`config.mk`:
```
export PLATFORM = sky130hd
export DESIGN_NAME = button_stepper
export DESIGN_NICKNAME = d
export VERILOG_FILES = /design/src/rtl/button_stepper.sv
export SDC_FILE = /design/constraint.sdc
export NUM_CORES = 1
export LEC_CHECK = 0
export ABC_CLOCK_PERIOD_IN_PS = 5500
export BUFFER_PORTS_ARGS = -buffer_cell sky130_fd_sc_hd__buf_2
export CAP_MARGIN = 5
export CORE_MARGIN = 3
export CORE_UTILIZATION = 50
export CTS_CLUSTER_DIAMETER = 150
export DETAILED_ROUTE_END_ITERATION = 10
export PLACE_DENSITY_LB_ADDON = 0.08
export SYNTH_ARGS = -nofsm -noshare
export SYNTH_HDL_FRONTEND = slang
export SYNTH_SLANG_ARGS = --single-unit
```
`constraint.sdc`:
```
create_clock -name i_clk -period 5.5 [get_ports i_clk]
set_input_delay 0.275 -clock i_clk [delete_from_list [all_inputs] [get_ports i_clk]]
set_output_delay 0.275 -clock i_clk [all_outputs]
set_load 0.05 [all_outputs]
```
`src/rtl/button_stepper.sv`:
```
// rtl/button_stepper.sv - Up/down push-button stepper with hold-delay auto-repeat
// and saturating bounds.
module button_stepper #(
   parameter int WIDTH       = 16,
   parameter int INIT        = 0,
   parameter int STEP        = 1,
   parameter int MIN_VAL     = 0,
   parameter int MAX_VAL     = 1000,
   parameter int HOLD_TIME   = 50000000,
   parameter int REPEAT_TIME = 5000000
) (
   input  logic             i_clk,
   input  logic             i_reset,
   input  logic             i_btn_up,
   input  logic             i_btn_down,
   output logic [WIDTH-1:0] o_value,
   output logic             o_change,
   output logic             o_at_min,
   output logic             o_at_max
);

   localparam logic [WIDTH:0]   MIN_W    = (WIDTH+1)'(MIN_VAL);
   localparam logic [WIDTH:0]   MAX_W    = (WIDTH+1)'(MAX_VAL);
   localparam logic [WIDTH:0]   STEP_W   = (WIDTH+1)'(STEP);
   localparam logic [WIDTH-1:0] MIN_N    = WIDTH'(MIN_VAL);
   localparam logic [WIDTH-1:0] MAX_N    = WIDTH'(MAX_VAL);
   localparam logic [WIDTH-1:0] STEP_N   = WIDTH'(STEP);
   localparam logic [WIDTH-1:0] INIT_N   = WIDTH'(INIT);
   localparam logic [31:0]      HOLD_LIM = 32'(HOLD_TIME - 1);
   localparam logic [31:0]      REP_LIM  = 32'(REPEAT_TIME - 1);

   typedef enum logic [1:0] {
      S_IDLE,
      S_WAIT_HOLD,
      S_REPEAT,
      S_WAIT_RELEASE
   } state_t;

   state_t      state;
   logic [31:0] r_cnt;
   logic        r_dir;
   logic        r_up_q;
   logic        r_down_q;

   logic             up_press;
   logic             down_press;
   logic             lat_low;
   logic             opp_low;
   logic             timer_hit;
   logic             step_fire;
   logic             step_down;
   logic [WIDTH-1:0] up_next;
   logic [WIDTH-1:0] dn_next;
   logic [WIDTH-1:0] next_val;

   assign up_press   = !i_btn_up && r_up_q;
   assign down_press = !i_btn_down && r_down_q;
   assign lat_low    = r_dir ? !i_btn_down : !i_btn_up;
   assign opp_low    = r_dir ? !i_btn_up : !i_btn_down;
   assign timer_hit  = (state == S_WAIT_HOLD) ? (r_cnt == HOLD_LIM) : (r_cnt == REP_LIM);

   // Bound tests use one extra bit so value+STEP cannot overflow before comparing
   assign up_next  = (({1'b0, o_value} + STEP_W) > MAX_W) ? MAX_N : o_value + STEP_N;
   assign dn_next  = ({1'b0, o_value} < (MIN_W + STEP_W)) ? MIN_N : o_value - STEP_N;
   assign next_val = step_down ? dn_next : up_next;

   always_comb begin
      step_fire = 1'b0;
      step_down = r_dir;
      case (state)
         S_IDLE: begin
            step_down = down_press;
            step_fire = (up_press && i_btn_down) || (down_press && i_btn_up);
         end
         S_WAIT_HOLD, S_REPEAT: step_fire = lat_low && !opp_low && timer_hit;
         default: step_fire = 1'b0;
      endcase
   end

   always_ff @(posedge i_clk or negedge i_reset) begin
      if (!i_reset) begin
         state    <= S_IDLE;
         r_cnt    <= 32'd0;
         r_dir    <= 1'b0;
         r_up_q   <= 1'b1;
         r_down_q <= 1'b1;
         o_value  <= INIT_N;
         o_change <= 1'b0;
         o_at_min <= (INIT_N == MIN_N);
         o_at_max <= (INIT_N == MAX_N);
      end else begin
         r_up_q   <= i_btn_up;
         r_down_q <= i_btn_down;
         o_change <= 1'b0;
         if (step_fire) begin
            o_value  <= next_val;
            o_change <= (next_val != o_value);
            o_at_min <= (next_val == MIN_N);
            o_at_max <= (next_val == MAX_N);
         end
         case (state)
            S_IDLE: begin
               r_cnt <= 32'd0;
               if ((!i_btn_up && !i_btn_down) || (up_press && down_press)) begin
                  state <= S_WAIT_RELEASE;
               end else if (up_press) begin
                  r_dir <= 1'b0;
                  state <= S_WAIT_HOLD;
               end else if (down_press) begin
                  r_dir <= 1'b1;
                  state <= S_WAIT_HOLD;
               end
            end
            S_WAIT_HOLD, S_REPEAT: begin
               // Release wins over a timer step landing on the same edge
               if (!lat_low) begin
                  state <= S_IDLE;
                  r_cnt <= 32'd0;
               end else if (opp_low) begin
                  state <= S_WAIT_RELEASE;
                  r_cnt <= 32'd0;
               end else if (timer_hit) begin
                  state <= S_REPEAT;
                  r_cnt <= 32'd0;
               end else if (r_cnt != 32'hFFFF_FFFF) begin
                  r_cnt <= r_cnt + 32'd1;
               end
            end
            S_WAIT_RELEASE: begin
               r_cnt <= 32'd0;
               if (i_btn_up && i_btn_down) state <= S_IDLE;
            end
            default: begin
               state <= S_IDLE;
               r_cnt <= 32'd0;
            end
         endcase
      end
   end

endmodule

```
==> key figures, run 1 <==
Logic synthesis
  – Synth cell types: 75
  – Async SR Flop Fraction: 1.00
  – Post-synth EDFFs: 0
  – Post-synthesis cell area: 0.00412 sq mm
  – Average footprint of a synthesized cell: between 8 and 9 sq um
  – Nets in the synthesized netlist: 515
  – YS warnings: 0
  – Top FF cell, synth: sky130_fd_sc_hd__dfrtp_1
  – Cells after Synth: a little over 500
  – Register bit total from synthesis: 56
  – Post-synthesis sequential area ratio: 0.341

Global routing
  – Largest net degree at the start of global routing: 57
  – Total Routing Usage GR: 0.219
  – Initial antenna violation count: 0
  – First-pass GRT wire length: about 17,000 um
  – Overflow left after global routing: 0
  – Vias in the first global route: 3,404

Job
  – Max-cap violations: 0

Setup path
  – Worst reg-to-reg setup slack: 1.93 ns
  – CP Launch Type: flip-flop
  – Required time of the critical path: ~5.8 ns
  – Worst Reg-to-Reg Cells: 10
  – Critical path capture point type: flip-flop
  – Category of the most critical setup path: flip-flop to flip-flop
  – Crit-path max FO: 19
  – Cell-by-cell trace of the critical path: inv_1 > ha_1 > or3b_1 > nor4_4 > a21oi_1 > a221oi_2 > o221ai_2 > nor2_1 > and4_1 > a32o_1
  – Reg-to-reg critical path startpoint: o_value[0]
  – Worst path max stage delay: 0.90 ns
  – RR Endpoint: o_at_min
  – Critical path's slowest cell: sky130_fd_sc_hd__a21oi_1
  – Worst Path Arrival: 3.82 ns

Die
  – Die Outline Area: roughly 0.0094 sq mm
  – Core Footprint: a little under 0.008 sq mm
  – Floorplan die width: 96.8 um
  – Height of the die: just under 100 um
  – Effective utilization at floorplan: 0.526
  – Count of pins on the block boundary: 23
  – # rows: 32

Clocking
  – Clock slew at the register clock pins of the worst setup and hold paths: 0.11 ns
  – Number of buffers added to fix hold violations after cts: 0
  – CTS tree: done
  – TritonCTS sink count: 56
  – Post-CTS Setup Bufs: 0
  – H-Tree Depth: 2
  – Post-cts repair resize count: 0
  – Clock tree root buffer cell: sky130_fd_sc_hd__clkbuf_8
  – TritonCTS Buffers: 5
  – Worst-Skew Late Latency: 0.31 ns
  – Buffer levels on the longest clock path: 2

Detailed routing
  – Starting DRT DRC Count: 457
  – Ratio of routed vias to standard cells: 6.40
  – Routed via count: 3,819
  – Drt total wl: ~10,000 um
  – First drt pass iteration count: 5
  – Number of remaining DRC errors: 0
  – Antenna-violating nets left: 0
  – Average wire per standard cell: 17.3 um

Timing
  – Total of endpoints with negative setup slack in the final report: 0
  – Count of final hold-check violations: 0
  – Min Clock Period, post-route: 3.57 ns
  – RSZ-0062 raised after global routing: no
  – Final setup TNS: 0 ns
  – Number of pins with negative max-slew slack in the final report: 0
  – Slew HR: 0.252
  – Smallest hold slack: ~0.093 ns
  – Final Skew: 0.0131 ns
  – Worst slew pin tran: 1.12 ns
  – Final clock period utilization by the worst path: 0.648
  – Peak Freq: 0.280 GHz

Finish
  – Net count reported at finish: 505
  – Seq. cell area: 0.00141 sq mm
  – Synth-to-layout area growth: 4.04%
  – Area of the multi-input gates: around 0.0025 sq mm
  – Number of filler instances in the final layout: 753
  – Number of antenna diodes: 0
  – Share of post-route cells with drive strength above 1: 0.111

Pwr
  – Power per unit of standard cell area: 437 mW/mm^2
  – Max IR drop VDD: 0.405 mV
  – Leakage power summed over all cells: 0.00171 uW

Status
  – Run status: complete, no violations

Placed design
  – PortBufs: 22
  – Weighted congestion at the end of routability-driven global placement: approximately 0.90
  – Placed wire-length estimate after detailed placement: 7130 um

Min path
  – Class of the tightest hold or removal check: input port to async pin
==> sequential cells by signal (all words and copies together) (netlist names) <==
| signal | cells |
|---|---|
| r_cnt | 32 |
| o_change | 1 |
| o_value | 16 |
| state | 2 |
| r_dir | 1 |
| r_up_q | 1 |
| r_down_q | 1 |
| o_at_max | 1 |
| o_at_min | 1 |
==> cell families (layout without fill, tap and decap cells) <==
group / after synthesis / count (layout) / synth area share
AO/OA/AOI/OAI: 112 / 112 / 0.189
XOR/XNOR: 31 / 31 / 0.0658
adder cells (fa/ha/maj): 7 / 7 / 0.0212
buffers and inverters: 55 / 46 / 0.0619
flip-flops: 56 / 56 / 0.341
multiplexers: 3 / 3 / 0.00758
AND/OR/NAND/NOR: 240 / 240 / 0.314
==> layout make-up <==
cell class,instances,share of cell area
Sequential cell,56,0.328
Timing Repair Buffer,24,0.0292
Clock inverter,3,0.0111
Inverter,14,0.0122
Tap cell,102,0.0297
Clock buffer,5,0.0160
Multi-Input combinational cell,393,0.574
==> cell usage after synthesis, types with 5 or more instances <==
library cell / number / area, sq um
sky130_fd_sc_hd__a21oi_1: 26 / 130
sky130_fd_sc_hd__a31oi_1: 7 / 43.8
sky130_fd_sc_hd__and2_1: 5 / 31.3
sky130_fd_sc_hd__and3_1: 12 / 75.1
sky130_fd_sc_hd__buf_2: 14 / 70.1
sky130_fd_sc_hd__clkbuf_1: 20 / 75.1
sky130_fd_sc_hd__dfrtp_1: 53 / 1330
sky130_fd_sc_hd__ha_1: 7 / 87.6
sky130_fd_sc_hd__inv_1: 14 / 52.6
sky130_fd_sc_hd__nand2_1: 42 / 158
sky130_fd_sc_hd__nand3_1: 31 / 155
sky130_fd_sc_hd__nand4_1: 16 / 100
sky130_fd_sc_hd__nor2_1: 63 / 236
sky130_fd_sc_hd__nor3_1: 15 / 75.1
sky130_fd_sc_hd__nor4_1: 10 / 62.6
sky130_fd_sc_hd__o21ai_0: 29 / 145
sky130_fd_sc_hd__or3_1: 8 / 50.1
sky130_fd_sc_hd__or4_1: 6 / 45.0
sky130_fd_sc_hd__xnor2_1: 8 / 70.1
sky130_fd_sc_hd__xor2_1: 23 / 201
==> placed cells by master (no fill, tap or decap), types with 4 or more instances in the layout <==
cell type                  count
sky130_fd_sc_hd__nand3_1      31
sky130_fd_sc_hd__ha_1          7
sky130_fd_sc_hd__buf_2        22
sky130_fd_sc_hd__inv_1        14
sky130_fd_sc_hd__a31oi_1       7
sky130_fd_sc_hd__and2_1        5
sky130_fd_sc_hd__nor4_1       10
sky130_fd_sc_hd__and3_1       12
sky130_fd_sc_hd__nand2_1      42
sky130_fd_sc_hd__dfrtp_1      53
sky130_fd_sc_hd__xor2_1       23
sky130_fd_sc_hd__nand4_1      16
sky130_fd_sc_hd__and4_1        4
sky130_fd_sc_hd__clkbuf_8      5
sky130_fd_sc_hd__or3_1         8
sky130_fd_sc_hd__xnor2_1       8
sky130_fd_sc_hd__nor3_1       15
sky130_fd_sc_hd__a21oi_1      26
sky130_fd_sc_hd__nor4bb_1      4
sky130_fd_sc_hd__or4_1         6
sky130_fd_sc_hd__nor2_1       63
sky130_fd_sc_hd__o21ai_0      29
==> how the worst max path moves through the flow <==
| stage | startpoint | to | slack [ns] | cells past startpoint |
|---|---|---|---|---|
| global placement | o_value[0] | o_at_min | 2.16 | 10 |
| finish | o_value[0] | o_at_min | 1.93 | 10 |
| global route | o_value[0] | o_at_min | 1.63 | 10 |
| floorplan | o_value[0] | o_at_min | 2.39 | 13 |
| CTS | o_value[0] | o_at_min | 1.99 | 10 |
| detailed placement | o_value[0] | o_at_min | 2.01 | 10 |
==> metrics by stage <==
stage                      util  area [sq um]  total power (uW)  setup slack (ns)  cells
after floorplan               -          4120              1400              2.39    504
after global placement    0.532          4170              1570              2.16    589
after detailed placement  0.532          4170              1580              2.01    589
after CTS                 0.547          4290              1870              1.99    597
after global routing      0.547          4290              2000              1.63    597
final                     0.547          4290              1880              1.93    597
==> report_power, final <==
group | switching (uW) | internal, uW | leakage, uW
logic | 641 | 313 | 0.000898
clock network | 143 | 138 | 0.0000583
registers | 178 | 464 | 0.000750
total | 962 | 915 | 0.00171
==> metal layers <==
layer / GRT usage / up-vias / part of all wire
li1: - / 1830 / -
met1: 0.344 / 1810 / 0.50
met2: 0.312 / 169 / 0.42
met3: 0.0360 / 10 / 0.069
met4: 0.0475 / 0 / 0.012
met5: 0 / - / 0
==> critical path, delay by kind of cell, from the launching register on <==
kind                     cells  cell delay (ns)
AO/OA/AOI/OAI                4             1.50
adder cells (fa/ha/maj)      1             0.28
buffers and inverters        1             0.13
flip-flops                   1             0.72
AND/OR/NAND/NOR              4             0.87
Note: power is estimated with default switching activity, not from simulation.
==> run 2, diff against run 1 <==
ABC_CLOCK_PERIOD_IN_PS = 3100   (was 5500)
clock period = 3.1 ns   (was 5.5 ns; I/O delays follow)
==> key figures, run 2 (same netlist as run 1, synthesis figures left out) <==
Timing
  – Slew HR: 0.312 (+0.0600)
  – Worst slew pin tran: 1.03 ns (-0.0899 ns)
  – Final clock period utilization by the worst path: 0.929 (+0.281)
  – Number of pins with negative max-slew slack in the final report: 0 (unchanged)
  – RSZ-0062 raised after global routing: no
  – Worst-case setup margin in the final layout: 0.220 ns (-1.71 ns)
  – Peak Freq: 0.347 GHz (+24%)
  – Final setup TNS: 0 ns (unchanged)
  – Smallest hold slack: 0.0117 ns (-0.0809 ns)
  – Count of final hold-check violations: 0 (unchanged)
  – Total of endpoints with negative setup slack in the final report: 0 (unchanged)
  – Min Clock Period, post-route: 2.88 ns (-0.686 ns)
  – Final Skew: 0.0135 ns (+0.000397 ns)

Finish
  – Post-route non-filler standard cell count: 621 (+4.0%)
  – Synth-to-layout area growth: 9.41%
  – Number of antenna diodes: 0 (unchanged)
  – Leading registers by flop count: r_cnt x32, o_value x16, state x2
  – Flip-flop count of the largest register after layout: 32 (unchanged)
  – Number of filler instances in the final layout: 725 (-3.7%)
  – Largest Register: r_cnt
  – Net count reported at finish: 529 (+4.8%)
  – Commonest non-fill, non-tap cell in the layout: sky130_fd_sc_hd__nor2_1
  – Share of post-route cells with drive strength above 1: 0.150 (+0.0392)
  – Top library cells by usage in the layout, fill and taps aside: sky130_fd_sc_hd__nor2_1, sky130_fd_sc_hd__dfrtp_1, sky130_fd_sc_hd__nand2_1

Placed design
  – Total placed cells including tap cells: 611 (+3.7%)
  – Weighted congestion at the end of routability-driven global placement: 0.971 (+8.4%)
  – Placed wire-length estimate after detailed placement: 7980 um (+12%)
  – Worst slack, placed: 0.100 ns (-1.91 ns)
  – PortBufs: 22 (unchanged)

Global routing
  – Largest net degree at the start of global routing: 45 (-21%)
  – Initial antenna violation count: 0 (unchanged)
  – Vias in the first global route: 3,655 (+7.4%)
  – Total Routing Usage GR: 0.238 (+0.0191)
  – First-pass GRT wire length: 18,700 um (+7.1%)
  – Overflow left after global routing: 0 (unchanged)

Clocking
  – Buffer levels on the longest clock path: 2 (unchanged)
  – TritonCTS sink count: 56 (unchanged)
  – H-Tree Depth: 2 (unchanged)
  – CTS tree: done
  – Worst-Skew Late Latency: 0.31 ns (about the same)
  – Post-CTS Setup Bufs: 0 (unchanged)
  – Clock slew at the register clock pins of the worst setup and hold paths: 0.10 ns (about the same)
  – Clock tree root buffer cell: sky130_fd_sc_hd__clkbuf_8
  – TritonCTS Buffers: 5 (unchanged)

Setup path
  – Category of the most critical setup path: flip-flop to flip-flop
  – Critical path capture point type: flip-flop
  – Reg-to-reg critical path startpoint: o_value[0]
  – Worst Reg-to-Reg Cells: 11 (+1)
  – Crit-path max FO: 10 (-9)
  – Worst reg-to-reg setup slack: 0.22 ns (-1.71 ns)
  – Worst Path Arrival: 3.14 ns (-0.68 ns)
  – RR Endpoint: o_at_min
  – Required time of the critical path: 3.36 ns (-2.39 ns)
  – CP Launch Type: flip-flop

Detailed routing
  – Average wire per standard cell: 18.0 um (+3.8%)
  – Number of remaining DRC errors: 0 (unchanged)
  – WL met3: 781 um (+9.7%)
  – M1 WL: 5300 um (+2.1%)
  – Ratio of routed vias to standard cells: 6.34 (-0.94%)
  – Top routing layer used: met4
  – Antenna-violating nets left: 0 (unchanged)
  – Starting DRT DRC Count: 324 (-29%)
  – First drt pass iteration count: 6 (+1)
  – Routed via count: 3,935 (+3.0%)
  – Drt total wl: 11,200 um (+8.0%)
  – Met2 wire length: 4900 um (+13%)

Die
  – Die Outline Area: 0.00937 sq mm (unchanged)
  – # rows: 32 (unchanged)
  – Count of pins on the block boundary: 23 (unchanged)
  – Effective utilization at floorplan: 0.526 (unchanged)
  – Core Footprint: 0.00785 sq mm (unchanged)
  – Height of the die: 96.8 um (unchanged)
  – Floorplan die width: 96.8 um (unchanged)

Pwr
  – Leakage power summed over all cells: 0.00183 uW (+7.3%)
  – Max IR drop VDD: 0.625 mV (+54%)
  – Power per unit of standard cell area: 798 mW/mm^2 (+82%)

Job
  – Max-cap violations: 0 (unchanged)

Status
  – Run status: complete, no violations

Min path
  – Class of the tightest hold or removal check: input port to async pin
## run 2: cell count changes in the layout (fill, tap and decap cells not counted), sizes merged
cell / previous run / this run
buf: 24 / 46
clkinv: 2 / 0
bufinv: 1 / 2
clkbuf: 5 / 6
dlygate4sd3: 0 / 2
## run 2: worst max-delay path, cell delays in order (launching register included)
cell and delay [ns]:
sky130_fd_sc_hd__dfrtp_2 0.46, sky130_fd_sc_hd__inv_1 0.09, sky130_fd_sc_hd__ha_1 0.16, sky130_fd_sc_hd__or3b_1 0.42, sky130_fd_sc_hd__buf_4 0.21, sky130_fd_sc_hd__nor4_4 0.33
sky130_fd_sc_hd__nand2_1 0.18, sky130_fd_sc_hd__a211oi_1 0.24, sky130_fd_sc_hd__o21ba_2 0.20, sky130_fd_sc_hd__a21oi_1 0.15, sky130_fd_sc_hd__and4_1 0.22, sky130_fd_sc_hd__a32o_1 0.17
## run 2: worst max-delay path by stage
stage	start	endpoint	slack, ns	cells after the start
after global routing	state[1]	o_value[12]	0.02	10
after detailed placement	state[1]	o_value[15]	0.10	10
after floorplan	o_value[0]	o_at_min	0.09	13
final	o_value[0]	o_at_min	0.22	11
after CTS	state[1]	o_value[15]	0.06	10
after global placement	state[1]	o_value[12]	0.09	10
## run 2: area by class of cell
type,instances,area [sq um],area share
timing repair buffer,48,310,0.0688
sequential,56,1410,0.312
tap,102,128,0.0283
clock buffer,6,72.6,0.0161
clock inverter,2,60.1,0.0133
multi-input combinational,393,2480,0.550
inverter,14,52.6,0.0116
## run 2: repair_timing
item                       in CTS  in global routing
gates resized for setup         0                  3
setup endpoints to repair       0                 17
hold endpoints to repair        2                  0
hold buffers                    2                  0
## run 2: layer usage
metal  GRT usage  vias up
met1       0.366     1867
met2       0.349      175
met5           0        -
li1            -     1873
met4      0.0594        0
met3      0.0346       20
## run 2: power breakdown
group	internal, uW	switching, uW	total, uW
logic	680	1350	2030
clock network	323	243	566
registers	829	173	1000
total	1830	1770	3600
## run 2: through the flow
stage | cell area [sq um] | total power [uW] | util
2_1_floorplan | 4130 | 2480 | -
3_3_place_gp | 4340 | 2980 | 0.553
3_5_place_dp | 4340 | 3000 | 0.553
4_1_cts | 4490 | 3580 | 0.573
5_1_grt | 4510 | 3840 | 0.575
6_report | 4510 | 3600 | 0.575
